`config.mk`:
```
export PLATFORM = sky130hd
export DESIGN_NAME = prog_loader
export DESIGN_NICKNAME = d
export VERILOG_FILES = /design/src/rtl/loader_pkg.sv /design/src/rtl/prog_loader_word_assembler.sv /design/src/rtl/prog_loader.sv
export SDC_FILE = /design/constraint.sdc
export NUM_CORES = 1
export LEC_CHECK = 0
export CAP_MARGIN = 20
export CORE_MARGIN = 4
export CORE_UTILIZATION = 56
export DETAILED_ROUTE_END_ITERATION = 16
export HOLD_SLACK_MARGIN = 0.06
export PLACE_DENSITY = 0.88
export SKIP_CTS_REPAIR_TIMING = 1
export SYNTH_ARGS = -nofsm -noshare
export SYNTH_HDL_FRONTEND = slang
export SYNTH_SLANG_ARGS = --single-unit
```
`constraint.sdc`:
```
create_clock -name clk -period 4.84 [get_ports clk]
set_clock_uncertainty 0.2 [all_clocks]
set_input_delay 1.21 -clock clk [delete_from_list [all_inputs] [get_ports clk]]
set_output_delay 1.21 -clock clk [all_outputs]
set_load 0.05 [all_outputs]
```
`src/rtl/loader_pkg.sv`:
```
// Shared constants for the UART program loader.
// State encodings and image-format sizes.
package loader_pkg;

   localparam logic [2:0] ST_CNT_LO = 3'd0;
   localparam logic [2:0] ST_CNT_HI = 3'd1;
   localparam logic [2:0] ST_DATA   = 3'd2;
   localparam logic [2:0] ST_CSUM   = 3'd3;
   localparam logic [2:0] ST_DONE   = 3'd4;
   localparam logic [2:0] ST_ERR    = 3'd5;

   localparam int HDR_BYTES  = 2;
   localparam int CNT_W      = 8 * HDR_BYTES;
   localparam int CSUM_W     = 8;
   localparam int WORD_BYTES = 4;
   localparam int BCNT_W     = $clog2(WORD_BYTES);

   function automatic logic is_loading(input logic [2:0] s);
      return (s == ST_CNT_LO) || (s == ST_CNT_HI) ||
             (s == ST_DATA)   || (s == ST_CSUM);
   endfunction

endpackage

```
`src/rtl/prog_loader_word_assembler.sv`:
```
// Shifts payload bytes into a little-endian 32-bit word.
// done_o marks the enable cycle that supplies the final byte.
module word_assembler
   import loader_pkg::*;
(
   input  logic        clk_i,
   input  logic        rst_i,
   input  logic        en_i,
   input  logic [7:0]  byte_i,
   output logic [31:0] word_o,
   output logic        done_o
);

   logic [BCNT_W-1:0] bcnt_q;
   logic [23:0]       shreg_q;

   // Newest byte lands on top so the first byte ends in bits 7:0.
   assign word_o = {byte_i, shreg_q};
   assign done_o = en_i && (bcnt_q == BCNT_W'(WORD_BYTES - 1));

   always_ff @(posedge clk_i or posedge rst_i) begin
      if (rst_i) begin
         bcnt_q  <= '0;
         shreg_q <= '0;
      end else if (en_i) begin
         bcnt_q  <= bcnt_q + 1'b1;
         shreg_q <= word_o[31:8];
      end
   end

endmodule

```
`src/rtl/prog_loader.sv`:
```
// Boot loader: pulls an image from the UART FIFO into instruction
// memory, verifies the XOR checksum and then releases the CPU.
module prog_loader
   import loader_pkg::*;
#(
   parameter int ADDR_W    = 9,
   parameter int MAX_WORDS = 512
) (
   input  logic              clk,
   input  logic              reset,
   input  logic              rx_empty,
   input  logic [7:0]        r_data,
   output logic              rd_uart,
   output logic              imem_we,
   output logic [ADDR_W-1:0] imem_addr,
   output logic [31:0]       imem_wdata,
   output logic              cpu_reset,
   output logic              load_done,
   output logic              load_err
);

   localparam logic [CNT_W-1:0] MAX_N = CNT_W'(MAX_WORDS);

   logic [2:0]        state_q, state_d;
   logic [CNT_W-1:0]  cnt_q, cnt_d;
   logic [CNT_W-1:0]  wcnt_q, wcnt_d;
   logic [CSUM_W-1:0] xor_q, xor_d;
   logic              we_q, we_d;
   logic [ADDR_W-1:0] addr_q, addr_d;
   logic [31:0]       wdata_q, wdata_d;
   logic              done_q, err_q, cpurst_q;

   logic              wa_en;
   logic              wa_done;
   logic [31:0]       wa_word;
   logic [CNT_W-1:0]  n_full;

   assign rd_uart    = !rx_empty && is_loading(state_q);
   assign wa_en      = rd_uart && (state_q == ST_DATA);
   assign n_full     = {r_data, cnt_q[7:0]};

   assign imem_we    = we_q;
   assign imem_addr  = addr_q;
   assign imem_wdata = wdata_q;
   assign cpu_reset  = cpurst_q;
   assign load_done  = done_q;
   assign load_err   = err_q;

   word_assembler u_wa (
      .clk_i  (clk),
      .rst_i  (reset),
      .en_i   (wa_en),
      .byte_i (r_data),
      .word_o (wa_word),
      .done_o (wa_done)
   );

   always_comb begin
      state_d = state_q;
      cnt_d   = cnt_q;
      wcnt_d  = wcnt_q;
      xor_d   = xor_q;
      we_d    = 1'b0;
      addr_d  = addr_q;
      wdata_d = wdata_q;
      if (rd_uart) begin
         unique case (state_q)
            ST_CNT_LO: begin
               cnt_d   = {8'h00, r_data};
               xor_d   = xor_q ^ r_data;
               state_d = ST_CNT_HI;
            end
            ST_CNT_HI: begin
               cnt_d = n_full;
               xor_d = xor_q ^ r_data;
               if (n_full > MAX_N)
                  state_d = ST_ERR;
               else if (n_full == '0)
                  state_d = ST_CSUM;
               else
                  state_d = ST_DATA;
            end
            ST_DATA: begin
               xor_d = xor_q ^ r_data;
               if (wa_done) begin
                  we_d    = 1'b1;
                  addr_d  = wcnt_q[ADDR_W-1:0];
                  wdata_d = wa_word;
                  wcnt_d  = wcnt_q + 1'b1;
                  if (wcnt_q + 1'b1 == cnt_q)
                     state_d = ST_CSUM;
               end
            end
            ST_CSUM: begin
               state_d = (r_data == xor_q) ? ST_DONE : ST_ERR;
            end
            default: ;
         endcase
      end
   end

   // Status flags decode the next state so they line up with state_q.
   always_ff @(posedge clk or posedge reset) begin
      if (reset) begin
         state_q  <= ST_CNT_LO;
         cnt_q    <= '0;
         wcnt_q   <= '0;
         xor_q    <= '0;
         we_q     <= 1'b0;
         addr_q   <= '0;
         wdata_q  <= '0;
         done_q   <= 1'b0;
         err_q    <= 1'b0;
         cpurst_q <= 1'b1;
      end else begin
         state_q  <= state_d;
         cnt_q    <= cnt_d;
         wcnt_q   <= wcnt_d;
         xor_q    <= xor_d;
         we_q     <= we_d;
         addr_q   <= addr_d;
         wdata_q  <= wdata_d;
         done_q   <= (state_d == ST_DONE);
         err_q    <= (state_d == ST_ERR);
         cpurst_q <= (state_d != ST_DONE);
      end
   end

endmodule
```
* Yosys cells after proc, flatten, opt, wreduce, memory -nomap -nowiden
Index checks and enable logic that the tools add are counted.
Operators by class: add/sub/neg operators 2, $lt $le $gt $ge 1, equality and inequality tests 9, mux-type cells 11, bitwise gates (word level) 2, reductions and logical operators 15
Operators by type and width (number):
- 16-bit one-hot mux with 2 select lines | 1
- 16-bit by 1-bit adder with 16-bit output (second input constant) | 1
- 16-bit == test | 1
- 16-bit by 10-bit greater-than comparator with 1-bit output (second input constant) | 1
- 16-bit logical NOT | 1
- 3-bit 2-to-1 mux | 4
- 3-bit one-hot mux with 4 select lines | 1
- 8-bit == test | 1
- 8-bit bitwise XOR | 1
- 3-bit by 2-bit == test with 1-bit output (second input constant) | 2
- 3-bit == test (second input constant) | 2
- 3-bit AND reduction | 2
- 1-bit 2-to-1 mux | 5
- 2-bit AND reduction | 2
- 3-bit by 1-bit == test with 1-bit output (second input constant) | 1
- 1-bit logical AND | 3
- 3-bit logical NOT | 1
- 1-bit logical OR | 3
- 3-bit != test (second input constant) | 1
- 3-bit OR reduction | 1
- 2-bit by 1-bit adder with 2-bit output (second input constant) | 1
- 2-bit == test (second input constant) | 1
- 2-bit nonzero test | 1
- 1-bit logical NOT | 1
- 1-bit inverter | 1
Word-level totals: register bits after elaboration 114, input port bits 11, output and inout bits 46, word-level logic and storage cells 53

* Longest topological paths before layout
depth after elaboration 11, mapped depth 8

* Modules after synthesis
From an unflattened synthesis, not the netlist that was laid out.
Unflattened totals: cell total of the unflattened synthesis 511, area total of the unflattened synthesis 5282.6 µm²
Modules (own cells, without submodules):
- prog_loader | times used 1, cells each 445, area each 4140.2 µm², seq. area each 2203.4 µm²
- word_assembler | times used 1, cells each 66, area each 1142.3 µm², seq. area each 650.6 µm²

* Worst setup path after synthesis
No wires, ideal clock.
path type input -> output, start point in rx_empty, end point out rd_uart, data arrival time 1936 ps, data required time 3430 ps, setup slack 1494 ps, cell stages on the path 1, cell sequence nor2_1
On the way: cells in the longest elaborated chain, start to end 2
RTL lines:
- start, declared | line prog_loader.sv:11 | input logic rx_empty,
- 1-bit logical NOT | line prog_loader.sv:38 | assign rd_uart = !rx_empty && is_loading(state_q);
- 1-bit logical AND | line prog_loader.sv:38
- end, declared | line prog_loader.sv:13 | output logic rd_uart,
No other way between the ends.

* Final worst setup path
Ends and elaborated chain as after synthesis.

==> tab_implementation.tex <==
\begin{tabular}{lr}
\hline
Metric & Value \\
\hline
\multicolumn{2}{l}{\textbf{Outcome}} \\
Run status & finished, final reports clean \\
\multicolumn{2}{l}{\textbf{Power}} \\
Total power per unit cell area & 382.5 nW/um\^{}2 \\
Leakage power of the design & around 3.0 nW \\
Worst VDD drop & 0.0002823 V \\
Post-layout power & between 2 and 2.5 mW \\
\multicolumn{2}{l}{\textbf{Place}} \\
Setup Slack @ Placement & $\sim$0.60 ns \\
Total of buffers placed on input and output ports & 56 \\
Global placer's final weighted congestion & 0.8563 \\
Placed inst area & 5635 sq um \\
Half-perimeter wire length of the detailed placement result & 7226 microns \\
\multicolumn{2}{l}{\textbf{Critical path}} \\
Worst path arrival time & $\sim$2.8 ns \\
Kind of start point of the critical path & input port \\
Maximum fanout encountered on the critical timing path & 6 \\
Kind of capture point of the worst setup path & primary output \\
Crit path kind & input port to primary output \\
Data required time of the worst path & $\sim$3.4 ns \\
\multicolumn{2}{l}{\textbf{Global route}} \\
Global-route total usage across every layer & 0.2527 \\
Total global routing overflow & 0 \\
Global-route wire length before repair & roughly 20000 microns \\
Largest net degree at the start of global routing & 76 \\
Number of global-route vias before repair & 3926 \\
Antenna violations before repair & 0 \\
\multicolumn{2}{l}{\textbf{Clock tree}} \\
CTS tree & done \\
Max Buffers Root-to-Sink & 2 \\
Clock-pin slew reported for the worst setup and hold paths after clock tree synthesis & 0.06 ns \\
Number of H-tree levels & 4 \\
Clock buffer count from CTS & 17 \\
Clock tree root driver cell & sky130\_fd\_sc\_hd\_\_clkbuf\_8 \\
Worst-skew pair later-pin latency & 0.52 ns \\
Number of clock sinks & 114 \\
\multicolumn{2}{l}{\textbf{Finish}} \\
Filler cell count in the final layout & 592 \\
Area taken by multi-input logic gates & 2034 sq um \\
Post-layout nets & 552 \\
Ratio of cells with drive above 1 in the final layout & 0.1413 \\
Area delta synth->final & 24.18\% \\
Final std cell area, no fill & 6201 sq um \\
Diodes inserted & 0 \\
Flip-flop and latch area & 2854 sq um \\
\multicolumn{2}{l}{\textbf{Logic synthesis}} \\
Synth async-reset ratio & 1.000 \\
Ys Warns & 0 \\
Top cells by count, synth & sky130\_fd\_sc\_hd\_\_nand2\_1 (164), sky130\_fd\_sc\_hd\_\_dfrtp\_1 (113), sky130\_fd\_sc\_hd\_\_mux2\_2 (35), sky130\_fd\_sc\_hd\_\_xnor2\_1 (35), sky130\_fd\_sc\_hd\_\_xor2\_1 (20) \\
Net count after synthesis & 496 \\
Number of unique standard cell types used by synthesis & 37 \\
Most numerous cell in the Yosys netlist & sky130\_fd\_sc\_hd\_\_nand2\_1 \\
Instance count of the mapped netlist & between 400 and 500 \\
Synth area leader & sky130\_fd\_sc\_hd\_\_dfrtp\_1 \\
Largest cells by area after synthesis & sky130\_fd\_sc\_hd\_\_dfrtp\_1 (57\%), sky130\_fd\_sc\_hd\_\_nand2\_1 (12\%), sky130\_fd\_sc\_hd\_\_mux2\_2 (7.9\%), sky130\_fd\_sc\_hd\_\_xnor2\_1 (6.1\%), sky130\_fd\_sc\_hd\_\_xor2\_1 (3.5\%) \\
Sequential area share after synthesis & 0.5715 \\
Syn Std Cell Area & 4994 sq um \\
Yosys top cell area share & 0.5663 \\
Mean cell area of the mapped netlist & 10.34 sq um \\
Post-synth EDFFs & 0 \\
Dominant synthesized flop cell & sky130\_fd\_sc\_hd\_\_dfrtp\_1 \\
Post-synthesis sequential element count & 114 \\
\multicolumn{2}{l}{\textbf{Timing}} \\
Final worst-path cycle share & 0.8789 \\
Max Freq & between 0.2 and 0.25 GHz \\
Max-slew violation total from the final report & 0 \\
Unrepaired setup endpoints after global routing & false \\
\# setup viols final & 0 \\
Final setup margin & 0.5860 ns \\
Time the final worst path needs with I/O delays and setup & 4.254 ns \\
Slew Limit Headroom & 0.2830 \\
Final Hold Vio Count & 0 \\
Worst slew pin tran & 1.067 ns \\
Final sum of negative setup slack & 0 ns \\
\multicolumn{2}{l}{\textbf{Die}} \\
Horizontal die dimension & 102.4 microns \\
Initial standard-cell utilization of the core & 0.5754 \\
Standard cell core area & 8678 sq um \\
Total I/O pin count & between 50 and 60 \\
Die Height & 102.4 microns \\
Die area & 10490 sq um \\
Site row count & 34 \\
\multicolumn{2}{l}{\textbf{Drt}} \\
Violation count after the first detailed-routing iteration & between 300 and 400 \\
First-pass iteration count of the detailed router & 5 \\
Avg WL per Cell & 18.42 microns \\
Antenna viol nets, final & 0 \\
Total wire length & 12150 microns \\
Drc violations & 0 \\
Vias after detailed routing & $\sim$3800 \\
Post-detailed-route via-to-cell ratio & 5.723 \\
\multicolumn{2}{l}{\textbf{Min path}} \\
Type of the tightest min-delay check & flop to flop \\
\multicolumn{2}{l}{\textbf{Flow run}} \\
Max\_cap viols & 0 \\
\hline
\end{tabular}
[registers in the layout (all words and copies together), names as in the netlist]
name	flops
u_wa.shreg_q	24
state_q	3
wcnt_q	16
imem_addr	9
load_err	1
cpu_reset	1
load_done	1
cnt_q	16
imem_wdata	32
xor_q	8
u_wa.bcnt_q	2
imem_we	1
[layer usage]
layer / wire length (microns) / part of all wire / vias to the layer above / global-route usage
li1: - / - / 1695 / -
met1: 4838 / 0.40 / 1841 / 0.3194
met2: 6071 / 0.50 / 195 / 0.4032
met3: 823 / 0.068 / 46 / 0.07372
met4: 421 / 0.035 / 0 / 0.1160
met5: 0 / 0 / - / 0
[cells in the final DEF, fill, tap and decap left out, types with 2 or more instances in the layout]
cell type                         netlist  final
sky130_fd_sc_hd__nand2_1              164    164
sky130_fd_sc_hd__dfrtp_1              113    113
sky130_fd_sc_hd__clkdlybuf4s50_1        0     56
sky130_fd_sc_hd__xnor2_1               35     35
sky130_fd_sc_hd__mux2_2                35     35
sky130_fd_sc_hd__xor2_1                20     20
sky130_fd_sc_hd__nor2_1                19     19
sky130_fd_sc_hd__clkbuf_16              0     16
sky130_fd_sc_hd__nand3_1               13     13
sky130_fd_sc_hd__nand4_1                8      8
sky130_fd_sc_hd__nor3_1                 7      7
sky130_fd_sc_hd__nor4_1                 6      6
sky130_fd_sc_hd__o21ai_0                5      5
sky130_fd_sc_hd__clkinvlp_4             0      5
sky130_fd_sc_hd__inv_6                  0      5
sky130_fd_sc_hd__buf_4                  0      5
sky130_fd_sc_hd__nor2b_1                3      3
sky130_fd_sc_hd__a31oi_1                3      3
sky130_fd_sc_hd__inv_1                  3      2
sky130_fd_sc_hd__or3_1                  2      2
sky130_fd_sc_hd__nand2b_1               2      2
sky130_fd_sc_hd__mux2i_1                2      2
sky130_fd_sc_hd__o221ai_1               2      2
sky130_fd_sc_hd__ha_1                   2      2
sky130_fd_sc_hd__clkinv_4               0      2
sky130_fd_sc_hd__inv_8                  0      2
[metrics by stage]
stage	util	instances	hold slack, ns
finish	0.7145	660	0.2715
CTS	0.7145	660	0.2784
detailed placement	0.6494	628	0.2626
global placement	0.6494	628	0.2532
global route	0.7145	660	0.2891
floorplan	-	483	0.2348
[path summary, 6_finish.rpt]
| kind | endpoint | cells past startpoint | start | slack (ns) |
|---|---|---|---|---|
| max | rd_uart | 3 | rx_empty | 0.59 |
| min | imem_addr[2] | 2 | imem_addr[2] | 0.27 |
| max reg2reg | state_q[0] | 6 | state_q[0] | 1.99 |
| min reg2reg | imem_addr[2] | 2 | imem_addr[2] | 0.27 |
| max in group asynchronous | imem_addr[5] | 3 | reset | 2.58 |
| min in group asynchronous | imem_we | 2 | reset | 1.03 |
[kinds of logic (layout without fill, tap and decap cells)]
| group | Yosys count | in the layout | share of synthesized area |
|---|---|---|---|
| flip-flops | 114 | 114 | 0.5715 |
| AND/OR/NAND/NOR | 232 | 232 | 0.1992 |
| XOR/XNOR | 55 | 55 | 0.09647 |
| multiplexers | 37 | 37 | 0.08294 |
| buffers and inverters | 27 | 96 | 0.02105 |
| adder cells (fa/ha/maj) | 3 | 3 | 0.007015 |
| AO/OA/AOI/OAI | 15 | 15 | 0.02180 |
[power breakdown]
part,switching (mW),internal [mW],leakage [nW]
registers,0.0421,0.995,1.53
logic,0.0846,0.0682,1.18
clock network,0.487,0.695,0.262
total,0.614,1.76,2.97
[worst max-delay path: stages]
cell                              delay (ns)
sky130_fd_sc_hd__clkdlybuf4s50_1        0.51
sky130_fd_sc_hd__nor2_1                 0.26
sky130_fd_sc_hd__clkdlybuf4s50_1        0.86
[cell type report]
cell class                 count  area share
sequential                   114      0.4603
multi-input combinational    342      0.3281
timing repair buffer          61     0.09645
clock buffer                  17     0.06679
clock inverter                15     0.02441
tap                          108     0.02179
inverter                       3    0.002220
(Power assumes the default switching activity.)
